**config.mk**
```make
export PLATFORM = sky130hd
export DESIGN_NAME = eth_pcs_block_lock
export DESIGN_NICKNAME = d
export VERILOG_FILES = /design/src/rtl/eth_pcs_pkg.sv /design/src/rtl/eth_lane_block_lock.sv /design/src/rtl/eth_pcs_block_lock.sv
export SDC_FILE = /design/constraint.sdc
export NUM_CORES = 1
export LEC_CHECK = 0
export CAP_MARGIN = 5
export CORE_UTILIZATION = 25
export DETAILED_ROUTE_END_ITERATION = 8
export MAX_ROUTING_LAYER = met4
export SKIP_LAST_GASP = 1
export SLEW_MARGIN = 20
export SYNTH_ARGS = -nofsm -noshare
export SYNTH_HDL_FRONTEND = slang
export SYNTH_SLANG_ARGS = --single-unit
```
**constraint.sdc**
```tcl
create_clock -name core_clk -period 3.4 [get_ports core_clk]
set_clock_uncertainty 0.1 [all_clocks]
set_input_delay 0.68 -clock core_clk [delete_from_list [all_inputs] [get_ports core_clk]]
set_output_delay 0.68 -clock core_clk [all_outputs]
set_load 0.01 [all_outputs]
```
**src/rtl/eth_pcs_pkg.sv**
```systemverilog
// Shared types and helpers for the 64b/66b PCS block-lock engine.
// Holds the lane state encoding and the sync-header classification.
package eth_pcs_pkg;

    typedef enum logic [1:0] {
        LANE_HUNT      = 2'd0,
        LANE_SLIP_WAIT = 2'd1,
        LANE_LOCKED    = 2'd2
    } lane_state_t;

    localparam logic [1:0] SYNC_DATA = 2'b01;
    localparam logic [1:0] SYNC_CTRL = 2'b10;

    function automatic logic hdr_good(input logic [1:0] hdr);
        logic good;
        case (hdr)
            SYNC_DATA, SYNC_CTRL: good = 1'b1;
            default:              good = 1'b0;
        endcase
        return good;
    endfunction

endpackage

```
**src/rtl/eth_lane_block_lock.sv**
```systemverilog
// Single-lane 64b/66b block-lock FSM: hunts for lock with bit slips,
// monitors lock quality per window and keeps a saturating bad-header count.
module eth_lane_block_lock
    import eth_pcs_pkg::*;
#(
    parameter int LOCK_CNT  = 64,
    parameter int WINDOW    = 64,
    parameter int BAD_LIMIT = 16,
    parameter int SLIP_WAIT = 32,
    parameter int ERR_CNT_W = 16
) (
    input  logic                 clk,
    input  logic                 rst_n,
    input  logic                 lane_en,
    input  logic                 hdr_valid,
    input  logic [1:0]           hdr,
    input  logic                 clr_stats,
    output logic                 slip,
    output logic                 block_lock,
    output logic [ERR_CNT_W-1:0] bad_hdr_cnt
);

    localparam int GOOD_W = $clog2(LOCK_CNT + 1);
    localparam int WAIT_W = $clog2(SLIP_WAIT + 1);
    localparam int WIN_W  = $clog2(WINDOW + 1);
    localparam int BAD_W  = $clog2(BAD_LIMIT + 1);

    // Compare against "one before the threshold" so counters never hold the threshold itself.
    localparam logic [GOOD_W-1:0] GOOD_LAST = GOOD_W'(LOCK_CNT - 1);
    localparam logic [WAIT_W-1:0] WAIT_LAST = WAIT_W'(SLIP_WAIT - 1);
    localparam logic [WIN_W-1:0]  WIN_LAST  = WIN_W'(WINDOW - 1);
    localparam logic [BAD_W-1:0]  BAD_LAST  = BAD_W'(BAD_LIMIT - 1);

    lane_state_t          state_r, state_s;
    logic [GOOD_W-1:0]    good_cnt_r, good_cnt_s;
    logic [WAIT_W-1:0]    wait_cnt_r, wait_cnt_s;
    logic [WIN_W-1:0]     win_cnt_r, win_cnt_s;
    logic [BAD_W-1:0]     bad_cnt_r, bad_cnt_s;
    logic                 slip_r, slip_s;
    logic                 lock_r, lock_s;
    logic [ERR_CNT_W-1:0] err_cnt_r, err_cnt_s;
    logic                 hdr_ok_s;
    logic                 bad_seen_s;

    assign hdr_ok_s   = hdr_good(hdr);
    assign bad_seen_s = lane_en & hdr_valid & ~hdr_ok_s;

    // Lane FSM next-state and counter update
    always_comb begin
        state_s    = state_r;
        good_cnt_s = good_cnt_r;
        wait_cnt_s = wait_cnt_r;
        win_cnt_s  = win_cnt_r;
        bad_cnt_s  = bad_cnt_r;
        lock_s     = lock_r;
        slip_s     = 1'b0;
        if (!lane_en) begin
            state_s    = LANE_HUNT;
            good_cnt_s = GOOD_W'(0);
            wait_cnt_s = WAIT_W'(0);
            win_cnt_s  = WIN_W'(0);
            bad_cnt_s  = BAD_W'(0);
            lock_s     = 1'b0;
        end else if (hdr_valid) begin
            case (state_r)
                LANE_HUNT: begin
                    lock_s = 1'b0;
                    if (!hdr_ok_s) begin
                        slip_s     = 1'b1;
                        good_cnt_s = GOOD_W'(0);
                        wait_cnt_s = WAIT_W'(0);
                        state_s    = LANE_SLIP_WAIT;
                    end else if (good_cnt_r == GOOD_LAST) begin
                        good_cnt_s = GOOD_W'(0);
                        win_cnt_s  = WIN_W'(0);
                        bad_cnt_s  = BAD_W'(0);
                        lock_s     = 1'b1;
                        state_s    = LANE_LOCKED;
                    end else begin
                        good_cnt_s = good_cnt_r + GOOD_W'(1);
                    end
                end
                LANE_SLIP_WAIT: begin
                    lock_s = 1'b0;
                    if (wait_cnt_r == WAIT_LAST) begin
                        wait_cnt_s = WAIT_W'(0);
                        good_cnt_s = GOOD_W'(0);
                        state_s    = LANE_HUNT;
                    end else begin
                        wait_cnt_s = wait_cnt_r + WAIT_W'(1);
                    end
                end
                LANE_LOCKED: begin
                    // Lock loss takes priority over a window rollover on the same header.
                    if (!hdr_ok_s && (bad_cnt_r == BAD_LAST)) begin
                        slip_s     = 1'b1;
                        lock_s     = 1'b0;
                        win_cnt_s  = WIN_W'(0);
                        bad_cnt_s  = BAD_W'(0);
                        wait_cnt_s = WAIT_W'(0);
                        state_s    = LANE_SLIP_WAIT;
                    end else if (win_cnt_r == WIN_LAST) begin
                        win_cnt_s = WIN_W'(0);
                        bad_cnt_s = BAD_W'(0);
                    end else begin
                        win_cnt_s = win_cnt_r + WIN_W'(1);
                        bad_cnt_s = hdr_ok_s ? bad_cnt_r : (bad_cnt_r + BAD_W'(1));
                    end
                end
                default: begin
                    state_s    = LANE_HUNT;
                    good_cnt_s = GOOD_W'(0);
                    wait_cnt_s = WAIT_W'(0);
                    win_cnt_s  = WIN_W'(0);
                    bad_cnt_s  = BAD_W'(0);
                    lock_s     = 1'b0;
                end
            endcase
        end else begin
            state_s = state_r;
        end
    end

    // Saturating bad-header statistic; a clear coinciding with a bad header leaves it at one
    always_comb begin
        err_cnt_s = err_cnt_r;
        if (clr_stats) begin
            err_cnt_s = bad_seen_s ? ERR_CNT_W'(1) : ERR_CNT_W'(0);
        end else if (bad_seen_s && !(&err_cnt_r)) begin
            err_cnt_s = err_cnt_r + ERR_CNT_W'(1);
        end else begin
            err_cnt_s = err_cnt_r;
        end
    end

    // State and output registers
    always_ff @(posedge clk or negedge rst_n) begin
        if (!rst_n) begin
            state_r    <= LANE_HUNT;
            good_cnt_r <= GOOD_W'(0);
            wait_cnt_r <= WAIT_W'(0);
            win_cnt_r  <= WIN_W'(0);
            bad_cnt_r  <= BAD_W'(0);
            slip_r     <= 1'b0;
            lock_r     <= 1'b0;
            err_cnt_r  <= ERR_CNT_W'(0);
        end else begin
            state_r    <= state_s;
            good_cnt_r <= good_cnt_s;
            wait_cnt_r <= wait_cnt_s;
            win_cnt_r  <= win_cnt_s;
            bad_cnt_r  <= bad_cnt_s;
            slip_r     <= slip_s;
            lock_r     <= lock_s;
            err_cnt_r  <= err_cnt_s;
        end
    end

    assign slip        = slip_r;
    assign block_lock  = lock_r;
    assign bad_hdr_cnt = err_cnt_r;

endmodule

```
**src/rtl/eth_pcs_block_lock.sv**
```systemverilog
// Multi-lane 64b/66b block-lock engine: one independent lock FSM per lane
// plus a registered aggregate lock indication.
module eth_pcs_block_lock
    import eth_pcs_pkg::*;
#(
    parameter int NUM_LANES = 4,
    parameter int LOCK_CNT  = 64,
    parameter int WINDOW    = 64,
    parameter int BAD_LIMIT = 16,
    parameter int SLIP_WAIT = 32,
    parameter int ERR_CNT_W = 16
) (
    input  logic                           core_clk,
    input  logic                           core_resetn,
    input  logic [NUM_LANES-1:0]           lane_en,
    input  logic [NUM_LANES-1:0]           rx_hdr_valid,
    input  logic [2*NUM_LANES-1:0]         rx_hdr,
    input  logic                           clr_stats,
    output logic [NUM_LANES-1:0]           rx_slip,
    output logic [NUM_LANES-1:0]           block_lock,
    output logic                           all_locked,
    output logic [NUM_LANES*ERR_CNT_W-1:0] bad_hdr_cnt
);

    logic all_locked_r;
    logic all_locked_s;

    for (genvar i = 0; i < NUM_LANES; i++) begin : g_lane
        eth_lane_block_lock #(
            .LOCK_CNT  (LOCK_CNT),
            .WINDOW    (WINDOW),
            .BAD_LIMIT (BAD_LIMIT),
            .SLIP_WAIT (SLIP_WAIT),
            .ERR_CNT_W (ERR_CNT_W)
        ) u_lane (
            .clk         (core_clk),
            .rst_n       (core_resetn),
            .lane_en     (lane_en[i]),
            .hdr_valid   (rx_hdr_valid[i]),
            .hdr         (rx_hdr[2*i +: 2]),
            .clr_stats   (clr_stats),
            .slip        (rx_slip[i]),
            .block_lock  (block_lock[i]),
            .bad_hdr_cnt (bad_hdr_cnt[i*ERR_CNT_W +: ERR_CNT_W])
        );
    end

    // Disabled lanes do not block aggregate lock, but at least one lane must be enabled
    always_comb begin
        all_locked_s = (|lane_en) & (&(block_lock | ~lane_en));
    end

    // Aggregate lock register, one cycle behind the per-lane lock flags
    always_ff @(posedge core_clk or negedge core_resetn) begin
        if (!core_resetn) begin
            all_locked_r <= 1'b0;
        end else begin
            all_locked_r <= all_locked_s;
        end
    end

    assign all_locked = all_locked_r;

endmodule

```
# ---- Word-level counts from Yosys, hierarchy flattened
# Index checks and enable logic that the tools add are counted.
dict set report op_classes {
  muxes 196
  bitwise_logic 15
  n_eq_ne 72
  reduce_logical 58
  addsub 20
}
# operator count
set op_table {}
lappend op_table {{$mux 7} 44}
lappend op_table {{$pmux 7 s3} 8}
lappend op_table {{$mux 5} 28}
lappend op_table {{$mux 16} 8}
lappend op_table {{$mux 6} 20}
lappend op_table {{$pmux 6 s3} 4}
lappend op_table {{$add 16x1->16 const B} 4}
lappend op_table {{$reduce_and 16->1} 4}
lappend op_table {{$pmux 5 s3} 4}
lappend op_table {{$add 7x1->7 const B} 8}
lappend op_table {{$eq 7x6->1 const B} 8}
lappend op_table {{$mux 2} 24}
lappend op_table {{$ne 3x2->1 const B} 16}
lappend op_table {{$mux 1} 44}
lappend op_table {{$reduce_and 4->1} 9}
lappend op_table {{$add 6x1->6 const B} 4}
lappend op_table {{$eq 6x5->1 const B} 4}
lappend op_table {{$pmux 2 s3} 4}
lappend op_table {{$reduce_and 3->1} 8}
lappend op_table {{$add 5x1->5 const B} 4}
lappend op_table {{$eq 5x4->1 const B} 4}
lappend op_table {{$ne 5x5->1 const B} 4}
lappend op_table {{$reduce_and 5->1} 4}
lappend op_table {{$eq 2x1->1 const B} 8}
lappend op_table {{other kinds (17)} 84}
dict set report word_totals {
  input_bits 19
  regBits 181
  out_inout_bits 73
}

# ---- Logic depth before layout (Yosys ltp)
dict set report depth {
  ltp_word 9
  depth_mapped 9
}

# ---- By module
# From an unflattened synthesis, not the netlist that was laid out.
dict set report hier_totals {
  hier_cells 1132
  hier_area_um2 10497.6
}
# module area_each_um2 n_inst cells_each
set modules_own_cells {}
lappend modules_own_cells {{eth_lane_block_lock (g_lane[2].u_lane)} 2668.8 1 288}
lappend modules_own_cells {{eth_lane_block_lock (g_lane[3].u_lane)} 2650.0 1 283}
lappend modules_own_cells {{eth_lane_block_lock (g_lane[0].u_lane)} 2643.8 1 284}
lappend modules_own_cells {{eth_lane_block_lock (g_lane[1].u_lane)} 2471.1 1 268}
lappend modules_own_cells {eth_pcs_block_lock 63.8 1 9}

# ---- Worst setup path before layout
# OpenSTA, ideal clock, no wires.
dict set report synth_timing {
  path_type {in2reg}
  start {in lane_en[2]}
  end {reg g_lane[2].u_lane.good_cnt_r[5]}
  required_ns 3.196
  cell_stages 6
  slack_ns 1.027
  arrival_ns 2.169
  n_path_buf 2
  path_cell_list {buf_2 -> inv_1 -> or4_1 -> clkbuf_1 -> or3_1 -> o41ai_2}
}
dict set report synth_between {
  elab_chain_len 2
}
# item line
set synth_lines {}
lappend synth_lines {{start: declaration} eth_pcs_block_lock.sv:15} ;# input logic [NUM_LANES-1:0] lane_en,
lappend synth_lines {{$ne 3x2->1 (no source line) (tied with other cells)} --}
lappend synth_lines {{$reduce_and 3->1 (no source line)} --}
lappend synth_lines {{end signal: assignment} eth_lane_block_lock.sv:149} ;# good_cnt_r <= good_cnt_s;
lappend synth_lines {{end: declaration} eth_lane_block_lock.sv:35} ;# logic [GOOD_W-1:0] good_cnt_r, good_cnt_s;
# Parallel ways exist; a longest one is shown, timed or not.
# A chain may end at the register's enable or synchronous reset.

# ---- Final worst setup path
dict set report layout_timing {
  start {in lane_en[2]}
  end {reg g_lane[2].u_lane.good_cnt_r[3]}
}
# The elaborated chain is that of the path after synthesis.

==> reports/metrics.yaml <==
floorplan:
  core_mm2: 0.0387
  die_h_um: 200
  rows: 72
  initial_utilization_pct: 25.4
  fp.dieW_um: 200
  io_pins: 92
  dieArea_mm2: 0.0401
logic_synthesis:
  synthAdderAreaFrac_pct: 3.06
  synth.area.top_cells: "dfrtp_1 (46%), o21ai_0 (4.9%), nor2_1 (4.4%)"
  syn_area_per_cell_um2: 9.07
  synth_compound_area_share_pct: 16.0
  seq_area_frac_synth_pct: 46.1
  synth_top_family_by_area: "simple AND/OR/NAND/NOR gates"
  yosys-top-cells-count: "dfrtp_1 (181), nor2_1 (116), nand2_1 (105)"
  syn_area_mm2: 0.00983
  yosys.area_share.simple_pct: 25.2
  synth_edf_count: 0
  synth.mux.area_fraction_pct: 1.15
  synthArstFlopShare_pct: 100
  synth_fp_nets: 1127
  synth_top_area_share_pct: 46.1
  synth_flop_cell: "dfrtp_1"
  synthCells: 1084
  synth_cell_types: 63
  yosysTopAreaCell: "dfrtp_1"
  yosysWarnings: 0
  synth-xor-area-share_pct: 5.16
  synth-seq-cells: 181
  yosysMostFrequentCell: "dfrtp_1"
grt:
  grt_pass1_vias: 8077
  grt_usage_pct: 13.1
  grt_pass1_wl_um: 41900
  gr-total-overflow: 0
  grt_max_degree: 88
  antenna_found_initial: 0
setup_path:
  crit_type: "in -> reg"
  worstPathCellList: "clkdlybuf4s50_1 > inv_1 > or4_1 > or3_1 > o31ai_1"
  critPathMaxFanout: 9
  critPathLaunchType: "primary input"
  worstPathRequired_ns: 3.64
  critPathCaptureType: "register"
  arrival_ns: 2.82
  cp_slowest_cell: "or4_1"
  slowest_delay_ns: 0.69
clocking:
  postCtsHoldBufs: 0
  post_cts_buffers: 0
  cts.clk_slew.worst_paths_ns: 0.08
  cts_resized: 0
  clockBufferDepth: 2
  cts_tree: "built"
  numCtsBuffers: 17
  cts_max_level: 4
  insertion_delay_ns: 0.44
  cts_sinks: 181
  cts_root_buffer: "clkbuf_16"
timing:
  max_freq_ghz: 0.388
  period_share_pct: 75.8
  maxSlewHeadroom_pct: 40.5
  hold_violations: 0
  worst_pin_slew_ns: 0.885
  finalMaxSlewViolations: 0
  tns_ns: 0
  hold_slack_ns: 0.210
  rsz0062_at_grt: "false"
  fin_crit_ns: 2.58
  setup_violations: 0
power:
  power_density_mw_per_mm2: 400
  p_leak_nw: 4.98
  irDropWorstVdd_mv: 0.315
  total_power_mw: 4.80
placed_design:
  numPortBuffers: 91
  dp_cells: 1674
  gp_congestion: 0.807
  hpwlAfterDp_um: 18000
worst_hold_path:
  hold_path.class: "in -> async"
cells_and_area:
  diodes: 0
  fill_cells: 4082
  drive_above_1_share_pct: 6.23
  regArea_mm2: 0.00453
  fin_nets: 1218
  stdcell_count: 1706
  multi_input_area_mm2: 0.00497
  area_growth_pct: 22.2
job:
  max_cap_viol_count: 0
outcome:
  status: "finished clean"
route:
  firstDrtPassIters: 5
  wl_per_cell_um: 14.6
  avgViaCountPerCell: 4.87
  drt-total-wl_um: 24900
  vias: 8302
  drt-initial-drc-count: 542
  drc: 0
  ant_nets: 0
-- cell usage in the layout (no fill, tap or decap), types with 11 or more instances in the layout --
cell type	Yosys	routed
dfrtp_1	181	181
o21ai_0	96	96
xnor2_1	17	17
nand4_1	18	18
nor2_1	116	116
and3_1	24	24
nand3b_1	12	12
nand3_1	72	72
o22ai_1	13	13
nor2b_1	16	16
clkdlybuf4s50_1	0	89
o21a_1	11	11
a21oi_1	18	18
or4_1	12	12
nand2b_1	23	23
nand2_1	105	105
inv_1	37	37
a21o_1	11	11
xor2_1	39	39
buf_4	8	22
nor3_1	35	35
ha_1	24	24
nor4_1	16	16
clkbuf_16	0	17
o31ai_1	20	20
-- layer usage --
layer,global-route usage (%),wire [um],share of wire (%),vias to the layer above
met5,-,0,0,-
met3,1.69,551,2.2,19
li1,-,-,-,4108
met4,4.06,337,1.4,0
met2,20.4,11600,47,136
met1,17.7,12400,50,4039
-- through the flow --
stage / area [um2] / util (%) / setup WS, ns
2_1_floorplan: 9830 / - / 1.03
3_3_place_gp: 11400 / 29.4 / 0.372
3_5_place_dp: 11400 / 29.4 / 0.379
4_1_cts: 12000 / 31.0 / 0.838
5_1_grt: 12000 / 31.0 / 0.641
6_report: 12000 / 31.0 / 0.823
-- state kept, by name, indices dropped and copies added (netlist names) --
name and count:
g_lane.u_lane.good_cnt_r 28, all_locked 1, g_lane.u_lane.block_lock 4, g_lane.u_lane.bad_hdr_cnt 64, g_lane.u_lane.slip 4, g_lane.u_lane.state_r 8, g_lane.u_lane.bad_cnt_r 20, g_lane.u_lane.wait_cnt_r 24
g_lane.u_lane.win_cnt_r 28
-- cell type report --
class	instances	area share [%]
clock buffer	18	3.57
sequential	181	37.7
multi-input combinational	824	41.4
tap	518	5.40
clock inverter	14	1.66
timing repair buffer	114	9.12
inverter	37	1.16
-- power breakdown --
part / switching [mW] / internal [mW] / total [mW]
Combinational: 0.265 / 0.151 / 0.416
Clock: 0.898 / 1.24 / 2.14
Sequential: 0.0553 / 2.19 / 2.25
-- cell families after synthesis --
family / after synthesis
simple gates: 491
flops: 181
fa+ha+maj: 24
mux: 11
buf+inv: 79
xor+xnor: 57
compound gates: 241
-- critical path: cells and delay by family --
family / cells / cell delay [ns]
AOI/OAI and AO/OA: 1 / 0.23
and+or+nand+nor: 2 / 1.15
buffers and inverters: 2 / 0.75
-- final timing paths --
| kind | slack, ns | to | startpoint | cells after the start |
|---|---|---|---|---|
| setup / recovery | 0.82 | g_lane[2].u_lane.good_cnt_r[3] | lane_en[2] | 5 |
| max in group asynchronous | 2.16 | g_lane[1].u_lane.bad_cnt_r[1] | core_resetn | 2 |
| setup reg to reg | 0.90 | g_lane[0].u_lane.win_cnt_r[1] | g_lane[0].u_lane.bad_cnt_r[0] | 7 |
| hold / removal | 0.21 | g_lane[3].u_lane.bad_hdr_cnt[1] | core_resetn | 1 |
| hold reg to reg | 0.38 | g_lane[0].u_lane.good_cnt_r[6] | g_lane[0].u_lane.good_cnt_r[6] | 1 |
| min in group core_clk | 0.38 | g_lane[0].u_lane.good_cnt_r[6] | g_lane[0].u_lane.good_cnt_r[6] | 1 |
Power figures use the tool's default switching activity.
